$ cat src/rtl/csr_exc_sched_if.sv
`default_nettype none
// ============================================================================
// Module      : csr_exc_sched_if
// Description : Bundles the WB-stage event inputs, CSR-file status inputs and
//               the commit/flush/stall outputs of csr_exc_sched.
//               master : WB stage + CSR file side (drives wb_*/csr_*)
//               slave  : the scheduler (drives pulses, flush, stall, sleep)
// Ports       : wb_valid, wb_is_exc, wb_excode[5:0], wb_esubcode[8:0],
//               wb_badv[31:0], wb_pc[31:0], wb_is_ertn, wb_is_fetch_again,
//               wb_is_idle, csr_is/csr_lie[INT_NUM-1:0], csr_ie, csr_exlike
//               -> is_exc, is_ertn, is_fetch_again, is_idle, excode,
//               esubcode, badvaddr, csr_pc, flush, wb_stall, sleeping
// Revision    : 1.0 - initial release
// ============================================================================
interface csr_exc_sched_if #(
    parameter int INT_NUM = 12
);
    // WB commit point
    logic               wb_valid;
    logic               wb_is_exc;
    logic [5:0]         wb_excode;
    logic [8:0]         wb_esubcode;
    logic [31:0]        wb_badv;
    logic [31:0]        wb_pc;
    logic               wb_is_ertn;
    logic               wb_is_fetch_again;
    logic               wb_is_idle;
    // CSR file status
    logic [INT_NUM-1:0] csr_is;
    logic [INT_NUM-1:0] csr_lie;
    logic               csr_ie;
    logic               csr_exlike;
    // Commit pulses and payload
    logic               is_exc;
    logic               is_ertn;
    logic               is_fetch_again;
    logic               is_idle;
    logic [5:0]         excode;
    logic [8:0]         esubcode;
    logic [31:0]        badvaddr;
    logic [31:0]        csr_pc;
    // Pipeline control
    logic               flush;
    logic               wb_stall;
    logic               sleeping;

    modport master (
        output wb_valid, wb_is_exc, wb_excode, wb_esubcode, wb_badv, wb_pc,
               wb_is_ertn, wb_is_fetch_again, wb_is_idle,
               csr_is, csr_lie, csr_ie, csr_exlike,
        input  is_exc, is_ertn, is_fetch_again, is_idle,
               excode, esubcode, badvaddr, csr_pc,
               flush, wb_stall, sleeping
    );

    modport slave (
        input  wb_valid, wb_is_exc, wb_excode, wb_esubcode, wb_badv, wb_pc,
               wb_is_ertn, wb_is_fetch_again, wb_is_idle,
               csr_is, csr_lie, csr_ie, csr_exlike,
        output is_exc, is_ertn, is_fetch_again, is_idle,
               excode, esubcode, badvaddr, csr_pc,
               flush, wb_stall, sleeping
    );
endinterface
`default_nettype wire

$ cat src/rtl/csr_exc_sched.sv
`default_nettype none
// ============================================================================
// Module      : csr_exc_sched
// Description : Commit-point scheduler for the CSR exception datapath.
//               Picks one WB event per cycle by fixed priority
//               (interrupt > exception > ertn > fetch-again > idle), issues a
//               one-cycle commit pulse to the CSR file, and holds flush/stall
//               until the CSR redirect (csr_exlike) arrives. After idle the
//               core is parked in SLEEP until an enabled interrupt is pending.
// Ports       : clk, resetn (async, active-low)
//               bus  (csr_exc_sched_if.slave) - WB/CSR inputs, pulses,
//                    payload, flush, wb_stall, sleeping
//               exc_cnt, int_cnt [PERF_W-1:0] - perf counters, present only
//                    with CSR_EXC_SCHED_PERF_EN defined
// Options     : `define CSR_EXC_SCHED_PERF_EN adds saturating exception and
//               interrupt counters.
// Revision    : 1.0 - initial release
// ============================================================================
module csr_exc_sched #(
    parameter int         INT_NUM    = 12,
`ifdef CSR_EXC_SCHED_PERF_EN
    parameter int         PERF_W     = 32,
`endif
    parameter logic [5:0] EXCODE_INT = 6'h00
) (
    input  wire                 clk,
    input  wire                 resetn,
`ifdef CSR_EXC_SCHED_PERF_EN
    output logic [PERF_W-1:0]   exc_cnt,
    output logic [PERF_W-1:0]   int_cnt,
`endif
    csr_exc_sched_if.slave      bus
);

    localparam logic [1:0] c_ST_RUN      = 2'd0;
    localparam logic [1:0] c_ST_ISSUE    = 2'd1;
    localparam logic [1:0] c_ST_REDIRECT = 2'd2;
    localparam logic [1:0] c_ST_SLEEP    = 2'd3;

    // Last REDIRECT wait index; four REDIRECT cycles without csr_exlike is an error.
    localparam logic [1:0] c_WAIT_LAST   = 2'd3;

    logic [1:0]         r_state;
    logic [1:0]         r_wait;
    logic [31:0]        r_pc_hold;      // PC of the last event; the idle PC while sleeping
    logic               r_is_exc;
    logic               r_is_ertn;
    logic               r_is_fa;
    logic               r_is_idle;
    logic [5:0]         r_excode;
    logic [8:0]         r_esubcode;
    logic [31:0]        r_badv;
    logic [31:0]        r_csr_pc;
    logic               r_flush;
    logic               r_stall;
    logic               r_sleeping;

    logic [INT_NUM-1:0] w_pend;
    logic               w_wake_req;
    logic               w_int_req;

    logic [1:0]         w_nxt_state;
    logic [1:0]         w_nxt_wait;
    logic [31:0]        w_nxt_pc_hold;
    logic               w_nxt_exc;
    logic               w_nxt_ertn;
    logic               w_nxt_fa;
    logic               w_nxt_idle;
    logic [5:0]         w_nxt_excode;
    logic [8:0]         w_nxt_esubcode;
    logic [31:0]        w_nxt_badv;
    logic [31:0]        w_nxt_csr_pc;
    logic               w_nxt_flush;
    logic               w_nxt_stall;
    logic               w_nxt_sleeping;
    logic               w_int_issue;
    logic               w_proto_err;

    assign w_pend     = bus.csr_is & bus.csr_lie;
    assign w_wake_req = |w_pend;
    assign w_int_req  = bus.wb_valid & bus.csr_ie & w_wake_req;

    // Next-state and next-output logic. Every output is the registered copy
    // of these values, so no wb_* input reaches a pulse combinationally.
    always_comb begin
        w_nxt_state    = r_state;
        w_nxt_wait     = r_wait;
        w_nxt_pc_hold  = r_pc_hold;
        w_nxt_exc      = 1'b0;
        w_nxt_ertn     = 1'b0;
        w_nxt_fa       = 1'b0;
        w_nxt_idle     = 1'b0;
        w_nxt_excode   = 6'd0;
        w_nxt_esubcode = 9'd0;
        w_nxt_badv     = 32'd0;
        w_nxt_csr_pc   = 32'd0;
        w_nxt_flush    = 1'b0;
        w_nxt_stall    = 1'b0;
        w_nxt_sleeping = 1'b0;
        w_int_issue    = 1'b0;
        w_proto_err    = 1'b0;

        case (r_state)
            c_ST_RUN: begin
                if (w_int_req) begin
                    w_nxt_exc    = 1'b1;
                    w_nxt_excode = EXCODE_INT;
                    w_int_issue  = 1'b1;
                end else if (bus.wb_valid && bus.wb_is_exc) begin
                    w_nxt_exc      = 1'b1;
                    w_nxt_excode   = bus.wb_excode;
                    w_nxt_esubcode = bus.wb_esubcode;
                    w_nxt_badv     = bus.wb_badv;
                end else if (bus.wb_valid && bus.wb_is_ertn) begin
                    w_nxt_ertn = 1'b1;
                end else if (bus.wb_valid && bus.wb_is_fetch_again) begin
                    w_nxt_fa = 1'b1;
                end else if (bus.wb_valid && bus.wb_is_idle) begin
                    w_nxt_idle = 1'b1;
                end

                if (w_nxt_exc || w_nxt_ertn || w_nxt_fa || w_nxt_idle) begin
                    w_nxt_state   = c_ST_ISSUE;
                    w_nxt_csr_pc  = bus.wb_pc;
                    w_nxt_pc_hold = bus.wb_pc;
                    w_nxt_flush   = 1'b1;
                    w_nxt_stall   = 1'b1;
                end
            end

            c_ST_ISSUE: begin
                if (r_is_idle) begin
                    w_nxt_state    = c_ST_SLEEP;
                    w_nxt_sleeping = 1'b1;
                    w_nxt_stall    = 1'b1;
                end else begin
                    w_nxt_state = c_ST_REDIRECT;
                    w_nxt_wait  = 2'd0;
                    w_nxt_flush = 1'b1;
                    w_nxt_stall = 1'b1;
                end
            end

            c_ST_REDIRECT: begin
                if (bus.csr_exlike) begin
                    w_nxt_state = c_ST_RUN;
                end else if (r_wait == c_WAIT_LAST) begin
                    // The CSR file never answered; recover rather than hang.
                    w_nxt_state = c_ST_RUN;
                    w_proto_err = 1'b1;
                end else begin
                    w_nxt_wait  = r_wait + 2'd1;
                    w_nxt_flush = 1'b1;
                    w_nxt_stall = 1'b1;
                end
            end

            c_ST_SLEEP: begin
                // Wake ignores CRMD.IE; IE only picks between taking the
                // interrupt and simply resuming after the idle.
                if (w_wake_req) begin
                    if (bus.csr_ie) begin
                        w_nxt_exc    = 1'b1;
                        w_nxt_excode = EXCODE_INT;
                        w_int_issue  = 1'b1;
                    end else begin
                        w_nxt_fa = 1'b1;
                    end
                    w_nxt_state  = c_ST_ISSUE;
                    w_nxt_csr_pc = r_pc_hold;
                    w_nxt_flush  = 1'b1;
                    w_nxt_stall  = 1'b1;
                end else begin
                    w_nxt_sleeping = 1'b1;
                    w_nxt_stall    = 1'b1;
                end
            end

            default: begin
                w_nxt_state = c_ST_RUN;
            end
        endcase
    end

    always_ff @(posedge clk or negedge resetn) begin
        if (!resetn) begin
            r_state    <= c_ST_RUN;
            r_wait     <= 2'd0;
            r_pc_hold  <= 32'd0;
            r_is_exc   <= 1'b0;
            r_is_ertn  <= 1'b0;
            r_is_fa    <= 1'b0;
            r_is_idle  <= 1'b0;
            r_excode   <= 6'd0;
            r_esubcode <= 9'd0;
            r_badv     <= 32'd0;
            r_csr_pc   <= 32'd0;
            r_flush    <= 1'b0;
            r_stall    <= 1'b0;
            r_sleeping <= 1'b0;
        end else begin
            r_state    <= w_nxt_state;
            r_wait     <= w_nxt_wait;
            r_pc_hold  <= w_nxt_pc_hold;
            r_is_exc   <= w_nxt_exc;
            r_is_ertn  <= w_nxt_ertn;
            r_is_fa    <= w_nxt_fa;
            r_is_idle  <= w_nxt_idle;
            r_excode   <= w_nxt_excode;
            r_esubcode <= w_nxt_esubcode;
            r_badv     <= w_nxt_badv;
            r_csr_pc   <= w_nxt_csr_pc;
            r_flush    <= w_nxt_flush;
            r_stall    <= w_nxt_stall;
            r_sleeping <= w_nxt_sleeping;
        end
    end

    assign bus.is_exc         = r_is_exc;
    assign bus.is_ertn        = r_is_ertn;
    assign bus.is_fetch_again = r_is_fa;
    assign bus.is_idle        = r_is_idle;
    assign bus.excode         = r_excode;
    assign bus.esubcode       = r_esubcode;
    assign bus.badvaddr       = r_badv;
    assign bus.csr_pc         = r_csr_pc;
    assign bus.flush          = r_flush;
    assign bus.wb_stall       = r_stall;
    assign bus.sleeping       = r_sleeping;

    // csr_exlike must follow every non-idle pulse within four REDIRECT cycles.
    a_exlike_timeout: assert property (@(posedge clk) disable iff (!resetn) !w_proto_err);

`ifdef CSR_EXC_SCHED_PERF_EN
    logic [PERF_W-1:0] r_exc_cnt;
    logic [PERF_W-1:0] r_int_cnt;

    // Counted on the edge that raises the pulse; both saturate at all-ones.
    always_ff @(posedge clk or negedge resetn) begin
        if (!resetn) begin
            r_exc_cnt <= '0;
            r_int_cnt <= '0;
        end else begin
            if (w_nxt_exc && (w_nxt_excode != EXCODE_INT) && (r_exc_cnt != '1)) begin
                r_exc_cnt <= r_exc_cnt + PERF_W'(1);
            end
            if (w_int_issue && (r_int_cnt != '1)) begin
                r_int_cnt <= r_int_cnt + PERF_W'(1);
            end
        end
    end

    assign exc_cnt = r_exc_cnt;
    assign int_cnt = r_int_cnt;
`endif

endmodule
`default_nettype wire
$ cat src/flat_wrapper.sv
// flat-port wrapper written by rule: the top's interface ports become plain ports
module csr_exc_sched_flat 
#(
    parameter int         INT_NUM    = 12,

    parameter logic [5:0] EXCODE_INT = 6'h00
)
  (clk, resetn, bus_wb_valid, bus_wb_is_exc, bus_wb_excode, bus_wb_esubcode, bus_wb_badv, bus_wb_pc, bus_wb_is_ertn, bus_wb_is_fetch_again, bus_wb_is_idle, bus_csr_is, bus_csr_lie, bus_csr_ie, bus_csr_exlike, bus_is_exc, bus_is_ertn, bus_is_fetch_again, bus_is_idle, bus_excode, bus_esubcode, bus_badvaddr, bus_csr_pc, bus_flush, bus_wb_stall, bus_sleeping);
  csr_exc_sched_if #(.INT_NUM(INT_NUM)) bus_i ();
  input  wire clk;
  input  wire resetn;
  input wire logic [$bits(bus_i.wb_valid)-1:0] bus_wb_valid;
  input wire logic [$bits(bus_i.wb_is_exc)-1:0] bus_wb_is_exc;
  input wire logic [$bits(bus_i.wb_excode)-1:0] bus_wb_excode;
  input wire logic [$bits(bus_i.wb_esubcode)-1:0] bus_wb_esubcode;
  input wire logic [$bits(bus_i.wb_badv)-1:0] bus_wb_badv;
  input wire logic [$bits(bus_i.wb_pc)-1:0] bus_wb_pc;
  input wire logic [$bits(bus_i.wb_is_ertn)-1:0] bus_wb_is_ertn;
  input wire logic [$bits(bus_i.wb_is_fetch_again)-1:0] bus_wb_is_fetch_again;
  input wire logic [$bits(bus_i.wb_is_idle)-1:0] bus_wb_is_idle;
  input wire logic [$bits(bus_i.csr_is)-1:0] bus_csr_is;
  input wire logic [$bits(bus_i.csr_lie)-1:0] bus_csr_lie;
  input wire logic [$bits(bus_i.csr_ie)-1:0] bus_csr_ie;
  input wire logic [$bits(bus_i.csr_exlike)-1:0] bus_csr_exlike;
  output wire logic [$bits(bus_i.is_exc)-1:0] bus_is_exc;
  output wire logic [$bits(bus_i.is_ertn)-1:0] bus_is_ertn;
  output wire logic [$bits(bus_i.is_fetch_again)-1:0] bus_is_fetch_again;
  output wire logic [$bits(bus_i.is_idle)-1:0] bus_is_idle;
  output wire logic [$bits(bus_i.excode)-1:0] bus_excode;
  output wire logic [$bits(bus_i.esubcode)-1:0] bus_esubcode;
  output wire logic [$bits(bus_i.badvaddr)-1:0] bus_badvaddr;
  output wire logic [$bits(bus_i.csr_pc)-1:0] bus_csr_pc;
  output wire logic [$bits(bus_i.flush)-1:0] bus_flush;
  output wire logic [$bits(bus_i.wb_stall)-1:0] bus_wb_stall;
  output wire logic [$bits(bus_i.sleeping)-1:0] bus_sleeping;
  assign bus_i.wb_valid = bus_wb_valid;
  assign bus_i.wb_is_exc = bus_wb_is_exc;
  assign bus_i.wb_excode = bus_wb_excode;
  assign bus_i.wb_esubcode = bus_wb_esubcode;
  assign bus_i.wb_badv = bus_wb_badv;
  assign bus_i.wb_pc = bus_wb_pc;
  assign bus_i.wb_is_ertn = bus_wb_is_ertn;
  assign bus_i.wb_is_fetch_again = bus_wb_is_fetch_again;
  assign bus_i.wb_is_idle = bus_wb_is_idle;
  assign bus_i.csr_is = bus_csr_is;
  assign bus_i.csr_lie = bus_csr_lie;
  assign bus_i.csr_ie = bus_csr_ie;
  assign bus_i.csr_exlike = bus_csr_exlike;
  assign bus_is_exc = bus_i.is_exc;
  assign bus_is_ertn = bus_i.is_ertn;
  assign bus_is_fetch_again = bus_i.is_fetch_again;
  assign bus_is_idle = bus_i.is_idle;
  assign bus_excode = bus_i.excode;
  assign bus_esubcode = bus_i.esubcode;
  assign bus_badvaddr = bus_i.badvaddr;
  assign bus_csr_pc = bus_i.csr_pc;
  assign bus_flush = bus_i.flush;
  assign bus_wb_stall = bus_i.wb_stall;
  assign bus_sleeping = bus_i.sleeping;
  csr_exc_sched #(.INT_NUM(INT_NUM), .EXCODE_INT(EXCODE_INT)) u_core (.clk(clk), .resetn(resetn), .bus(bus_i));
endmodule
$ cat config.mk
export PLATFORM = sky130hd
export DESIGN_NAME = csr_exc_sched_flat
export DESIGN_NICKNAME = d
export VERILOG_FILES = /design/src/rtl/csr_exc_sched_if.sv /design/src/rtl/csr_exc_sched.sv /design/src/flat_wrapper.sv
export SDC_FILE = /design/constraint.sdc
export NUM_CORES = 1
export LEC_CHECK = 0
export BUFFER_PORTS_ARGS = -buffer_cell sky130_fd_sc_hd__clkbuf_2
export CAP_MARGIN = 40
export CORE_MARGIN = 2
export CORE_UTILIZATION = 40
export CTS_CLUSTER_DIAMETER = 60
export DETAILED_ROUTE_END_ITERATION = 16
export GPL_TIMING_DRIVEN = 0
export PLACE_DENSITY_LB_ADDON = 0.25
export SYNTH_ARGS = -nofsm -noshare
export SYNTH_HDL_FRONTEND = slang
export SYNTH_SLANG_ARGS = --single-unit
$ cat constraint.sdc
create_clock -name clk -period 2.45 [get_ports clk]
set_clock_uncertainty 0.1 [all_clocks]
set_input_delay 0.735 -clock clk [delete_from_list [all_inputs] [get_ports clk]]
set_output_delay 0.735 -clock clk [all_outputs]
set_load 0.1 [all_outputs]
* Word-level counts from Yosys, hierarchy flattened
Cells that the tools add are included.
** Word-level totals
- Word-level logic and storage cells :: 100
- Input port bits :: 112
- Output and inout bits :: 86
- Bits in registers :: 122
** Operators by class
- Add/subtract/negate cells :: 1
- Reductions and logical operators :: 14
- Multiplexer cells :: 58
- Bitwise gates (word level) :: 3
- Equality and inequality tests :: 10
** Operators by type and width (number)
- 2-to-1 mux 32 bit :: 5
- case mux 32 bit (2 select lines) :: 1
- 2-to-1 mux 1 bit :: 32
- 2-to-1 mux 9 bit :: 3
- 2-to-1 mux 6 bit :: 3
- 2-to-1 mux 2 bit :: 7
- AND 12 bit :: 1
- OR reduction 12 bit :: 1
- case mux 2 bit (4 select lines) :: 1
- == test 2 bit (second input constant) :: 3
- != test 2 bit (second input constant) :: 3
- case mux 1 bit (2 select lines) :: 3
- logical AND 1 bit :: 4
- != test 2 x 1 -> 1 bit (second input constant) :: 2
- case mux 1 bit (4 select lines) :: 1
- case mux 2 bit (2 select lines) :: 1
- AND reduction 4 bit :: 1
- logical OR 1 bit :: 3
- != test 3 x 2 -> 1 bit (second input constant) :: 1
- case mux 1 bit (3 select lines) :: 1
- AND reduction 3 bit :: 1
- adder 2 x 1 -> 2 bit (second input constant) :: 1
- AND 1 bit :: 2
- == test 2 x 1 -> 1 bit (second input constant) :: 1
- 4 further kinds :: 4

* Logic depth before layout (Yosys ltp)
- Depth in word-level cells :: 10
- Depth in mapped cells :: 7
- Gate-level depth less buffers :: 6

* Least setup slack after synthesis
Ideal clock, no wire load.
- Kind :: input-to-reg
- From :: input bus_csr_is[9]
- To :: register u_core.r_pc_hold[0]
- Cell stages on the path :: 6
- Library setup time :: 0.127 ns
- Path buffers :: 1
- Required time :: 2.223 ns
- Arrival time :: 1.947 ns
- Path slack :: 0.276 ns
- Cells stage by stage :: a22oi_1 > nand2_1 > o31ai_4 > a21oi_2 > buf_6 > mux2_1
** On the way
- Longest elaborated chain between the ends :: 9
- Elaborated cells between the ends (all ways) :: 15
- Classes of those cells :: mux (8); bitwise (2); reduce/logical (5)
** Ends and longest elaborated chain
- start: declaration :: RTL line flat_wrapper.sv:21 : input wire logic [$bits(bus_i.csr_is)-1:0] bus_csr_is;
- AND 12 bit (*) :: RTL line csr_exc_sched.sv:79 : assign w_pend = bus.csr_is & bus.csr_lie;
- OR reduction 12 bit (*) :: RTL line csr_exc_sched.sv:80 : assign w_wake_req = |w_pend;
- AND 1 bit (*) :: RTL line csr_exc_sched.sv:81 : assign w_int_req = bus.wb_valid & bus.csr_ie & w_wake_req;
- 2-to-1 mux 1 bit :: RTL line csr_exc_sched.sv:105 : if (w_int_req) begin
- 2-to-1 mux 1 bit :: RTL line csr_exc_sched.sv:103 : case (r_state)
- logical OR 1 bit (2 in series) :: RTL line csr_exc_sched.sv:122 : if (w_nxt_exc || w_nxt_ertn || w_nxt_fa || w_nxt_idle) begin
- logical OR 1 bit (*) :: RTL line csr_exc_sched.sv:122
- AND reduction 2 bit (no line) (*)
- end signal: assignment :: RTL line csr_exc_sched.sv:204 : r_pc_hold <= w_nxt_pc_hold;
- end: declaration :: RTL line csr_exc_sched.sv:45 : logic [31:0] r_pc_hold;
Mark *: on every way between the ends. The rest lies on a longest branch, timed or not. The select of a mux whose other input is x is not followed.
A chain may end at the register's enable or synchronous reset.

* Worst setup path in the final report
- From :: input bus_csr_is[5]
- To :: register u_core.r_csr_pc[16] (netlist: u_core.bus.csr_pc[16])
** On the way
- Longest elaborated chain between the ends :: 10
- Elaborated cells between the ends (all ways) :: 17
- Classes of those cells :: mux (11); bitwise (2); reduce/logical (4)
** Ends and longest elaborated chain
- AND 12 bit (*) :: RTL line csr_exc_sched.sv:79
- OR reduction 12 bit (*) :: RTL line csr_exc_sched.sv:80
- AND 1 bit :: RTL line csr_exc_sched.sv:81
- 2-to-1 mux 1 bit :: RTL line csr_exc_sched.sv:105
- 2-to-1 mux 1 bit :: RTL line csr_exc_sched.sv:103
- logical OR 1 bit (3 in series) :: RTL line csr_exc_sched.sv:122
- 2-to-1 mux 32 bit :: RTL line csr_exc_sched.sv:122
- case mux 32 bit (2 select lines) (*) :: RTL line csr_exc_sched.sv:103
- via u_core.w_nxt_csr_pc[16] :: RTL line csr_exc_sched.sv:72 : logic [31:0] w_nxt_csr_pc;
- end signal: assignment :: RTL line csr_exc_sched.sv:212 : r_csr_pc <= w_nxt_csr_pc;
- end: declaration :: RTL line csr_exc_sched.sv:53 : logic [31:0] r_csr_pc;
Mark *: on every way through the listed nets, which the timed path passes. The rest lies on a longest branch. The select of a mux whose other input is x is not followed.

==> tab_implementation.tex <==
\begin{tabular}{lr}
\hline
Metric & Value \\
\hline
\multicolumn{2}{l}{\textbf{Floorplanning}} \\
Die area & 12200 sq um \\
Core Region & 10900 sq um \\
Starting Density & 41.4\% \\
Number of cell rows & 38 \\
Overall die width & 110 um \\
Die height & 110 um \\
Total I/O pin count & 198 \\
\multicolumn{2}{l}{\textbf{Clock network}} \\
Buffers inserted by post-CTS timing repair & 0 \\
Clock-pin transition on the worst setup and hold timing paths & 0.05 ns \\
Clock latency reported for the late side of the worst-skew pair & 0.39 ns \\
Clock Tree Buf Depth & 2 \\
Number of clock buffers inserted by TritonCTS & 17 \\
Clock tree root buffer cell & sky130\_fd\_sc\_hd\_\_clkbuf\_16 \\
TritonCTS clock tree & yes \\
Number of hold buffers added after cts & 0 \\
Sink Count & 122 \\
Number of instances resized during post-cts repair & 0 \\
Number of H-tree branching levels & 4 \\
\multicolumn{2}{l}{\textbf{Detailed routing}} \\
First-pass DRT Iterations & 4 \\
Total Wirelength & 10100 um \\
1st-iter DRT viols & 168 \\
Vias/cell & 4.79 \\
Final routed wire length divided by cell count & 14.8 um \\
Number of remaining DRC errors & 0 \\
Total number of vias & 3272 \\
Post-route antenna net violation count & 0 \\
\multicolumn{2}{l}{\textbf{Synth}} \\
Number of flops mapped to enable cells by yosys & 0 \\
Synth warn & 0 \\
Post-Syn Nets & 430 \\
\#FFs+latches synth & 122 \\
Number of unique standard cell types used by synthesis & 32 \\
Synth async-reset ratio & 100\% \\
Portion of the post-synthesis area used by sequential elements & 67.4\% \\
Per-instance average area after synthesis & 14.5 sq um \\
Synthesized instance count & 313 \\
Predominant post-synthesis flop cell & sky130\_fd\_sc\_hd\_\_dfrtp\_1 \\
Mapped Area & 4530 sq um \\
\multicolumn{2}{l}{\textbf{GRT}} \\
Met2 track demand over resource in global routing & 28.4\% \\
Maximum number of pins on one net before global-route repair & 76 \\
Grt peak-use layer & met2 \\
Overall routing resource usage & 17.0\% \\
Met1 track demand over resource in global routing & 20.8\% \\
Number of antenna violations at the first check in global routing & 0 \\
Met3 Use GR & 4.82\% \\
Vias in the first global route & 3302 \\
Global-route wire length before repair & 15500 um \\
Overflow left after global routing & 0 \\
\multicolumn{2}{l}{\textbf{Pwr}} \\
NetSw & 3590 uW \\
Leakage & 0.00335 uW \\
Internal Power & 4630 uW \\
Share of total power in the clock network & 25.6\% \\
Power share of the sequential group & 34.0\% \\
Areal power density over the cells & 1320 nW/um\^{}2 \\
Post-route total power & 8220 uW \\
Worst ir drop on vdd & 688 uV \\
Comb power frac & 40.4\% \\
Switching power share of the total & 43.7\% \\
\multicolumn{2}{l}{\textbf{Layout}} \\
ANT cells & 0 \\
End-of-flow core utilization & 57.0\% \\
Final std cells w/o fill & 683 \\
Final layout net count & 649 \\
Total non-filler cell area in the finished layout & 6240 sq um \\
Area added between synthesis and finish & 37.8\% \\
Share of post-route cells with drive strength above 1 & 44.8\% \\
\multicolumn{2}{l}{\textbf{Placement}} \\
Global placement routability congestion & 0.860 \\
Cell total after placement & 653 \\
Area after DPL & 5730 sq um \\
IO buf count & 197 \\
Post-detailed-placement half-perimeter wirelength & 7420 um \\
\multicolumn{2}{l}{\textbf{Timing}} \\
Count of pins over their slew limit & 0 \\
RSZ-0062 raised after global routing & no \\
Final setup vio count & 0 \\
Maximum operating frequency & 446 MHz \\
Final Cycle Share & 91.6\% \\
Worst slew margin relative to its limit & 62.7\% \\
Worst-Margin Slew & 0.562 ns \\
Minimum clock period after layout & 2.24 ns \\
Number of hold violations in the final report & 0 \\
\multicolumn{2}{l}{\textbf{Critical path}} \\
WS Path Type & in2reg \\
Slowest Stage Delay on Critical Path & 0.38 ns \\
Startpoint type of the worst setup path & primary input \\
WP buf/inv & 3 \\
Worst EP arrival & 2.42 ns \\
Worst path required time & 2.63 ns \\
Type of element capturing the critical path & register \\
Maximum fanout count along the critical path & 10 \\
Gate family responsible for the most delay along the worst path & simple AND/OR/NAND/NOR gates \\
Critical-path top delay cell & sky130\_fd\_sc\_hd\_\_nor3\_1 \\
List of cells traversed by the critical path & clkbuf\_2, a22oi\_1, nand2\_1, nor3\_1, nor3b\_1, buf\_2, clkbuf\_1, a22o\_1 \\
\multicolumn{2}{l}{\textbf{Run status}} \\
Run status & completed \\
\multicolumn{2}{l}{\textbf{Worst hold path}} \\
Min-delay worst type & in2async \\
\multicolumn{2}{l}{\textbf{Run}} \\
Maximum capacitance violations & 0 \\
\hline
\end{tabular}
## sequential cells by signal (all words and copies together), names as in the netlist
signal / cells
u_core.bus.badvaddr: 32
u_core.bus.csr_pc: 32
u_core.bus.esubcode: 9
u_core.bus.excode: 6
u_core.bus.flush: 1
u_core.bus.is_ertn: 1
u_core.bus.is_exc: 1
u_core.bus.is_fetch_again: 1
u_core.bus.is_idle: 1
u_core.bus.sleeping: 1
u_core.bus.wb_stall: 1
u_core.r_pc_hold: 32
u_core.r_state: 2
u_core.r_wait: 2
## power by group through the flow
stage | Clock, uW | Sequential (uW) | Combinational, uW
floorplan | 0 | 4590 | 875
global placement | 0 | 2790 | 3280
detailed placement | 0 | 2830 | 3340
CTS | 2140 | 2790 | 3340
global route | 2260 | 2860 | 3500
finish | 2100 | 2800 | 3320
## path summary, 6_finish.rpt
path	from	end	slack [ns]	cells past startpoint
max	bus_csr_is[5]	u_core.bus.csr_pc[16]	0.21	8
min	resetn	u_core.bus.badvaddr[19]	0.17	1
max reg2reg	u_core.r_state[0]	u_core.bus.csr_pc[30]	0.30	7
min reg2reg	u_core.r_pc_hold[31]	u_core.r_pc_hold[31]	0.38	1
max in group asynchronous	resetn	u_core.r_pc_hold[17]	1.38	2
min in group clk	u_core.r_pc_hold[31]	u_core.r_pc_hold[31]	0.38	1
## cell usage in the layout, fill, tap and decap left out, types with 4 or more instances in the layout
master / count
sky130_fd_sc_hd__mux2_1: 30
sky130_fd_sc_hd__clkinv_2: 6
sky130_fd_sc_hd__dfrtp_1: 122
sky130_fd_sc_hd__a22o_1: 33
sky130_fd_sc_hd__buf_2: 8
sky130_fd_sc_hd__ha_1: 5
sky130_fd_sc_hd__a22oi_1: 7
sky130_fd_sc_hd__nor2_1: 5
sky130_fd_sc_hd__nand2_1: 9
sky130_fd_sc_hd__mux2_2: 4
sky130_fd_sc_hd__and2_1: 49
sky130_fd_sc_hd__clkbuf_2: 196
sky130_fd_sc_hd__o21ai_0: 6
sky130_fd_sc_hd__clkbuf_1: 8
sky130_fd_sc_hd__clkbuf_16: 17
## synth_stat cells, types with 2 or more instances
master                       n  area [sq um]
sky130_fd_sc_hd__o21ai_0     6          30.0
sky130_fd_sc_hd__clkbuf_1    5          18.8
sky130_fd_sc_hd__ha_1        5          62.6
sky130_fd_sc_hd__and2_1     49           307
sky130_fd_sc_hd__inv_1       2          7.51
sky130_fd_sc_hd__nor3_1      3          15.0
sky130_fd_sc_hd__a22oi_1     7          52.6
sky130_fd_sc_hd__nand2b_1    3          18.8
sky130_fd_sc_hd__nand2_1     9          33.8
sky130_fd_sc_hd__nand3_1     2          10.0
sky130_fd_sc_hd__buf_6       3          33.8
sky130_fd_sc_hd__buf_2       6          30.0
sky130_fd_sc_hd__mux2_1     30           338
sky130_fd_sc_hd__a32oi_1     2          17.5
sky130_fd_sc_hd__a211oi_1    3          22.5
sky130_fd_sc_hd__a21oi_1     2          10.0
sky130_fd_sc_hd__a22o_1     33           289
sky130_fd_sc_hd__dfrtp_1   122          3050
sky130_fd_sc_hd__mux2_2      4          45.0
sky130_fd_sc_hd__nor2_1      5          18.8
## layer usage
| layer | vias to the layer above | share of wire, % |
|---|---|---|
| met4 | 0 | 1.6 |
| met3 | 16 | 7.4 |
| met2 | 131 | 49 |
| li1 | 1543 | - |
| met1 | 1582 | 42 |
| met5 | - | 0 |
## cell type report
cell class	instances	area [sq um]
Inverter	2	7.51
Buffer	14	82.6
Clock inverter	9	52.6
Tap cell	140	175
Multi-Input combinational cell	175	1380
Sequential cell	122	3050
Fill cell	972	4700
Clock buffer	21	450
Timing Repair Buffer	200	1030
## logic make-up (layout without fill, tap and decap cells)
family	Yosys count	after routing	share of synthesized area, %
AO/OA/AOI/OAI	57	57	10.4
adder cells (fa/ha/maj)	5	5	1.38
buffers and inverters	16	246	1.99
flip-flops	122	122	67.4
multiplexers	35	35	8.68
AND/OR/NAND/NOR	78	78	10.1
## through the flow
| step | TNS (ns) | hold WS, ns | worst slack (ns) |
|---|---|---|---|
| final | 0 | 0.173 | 0.206 |
| after detailed placement | -5.87 | 0.375 | -0.166 |
| after floorplan | 0 | 0.339 | 0.276 |
| after CTS | 0 | 0.183 | 0.250 |
| after global placement | -152.04 | 0.367 | -1.17 |
| after global routing | 0 | 0.190 | 0.0636 |
Note: power is estimated with default switching activity, not from simulation.
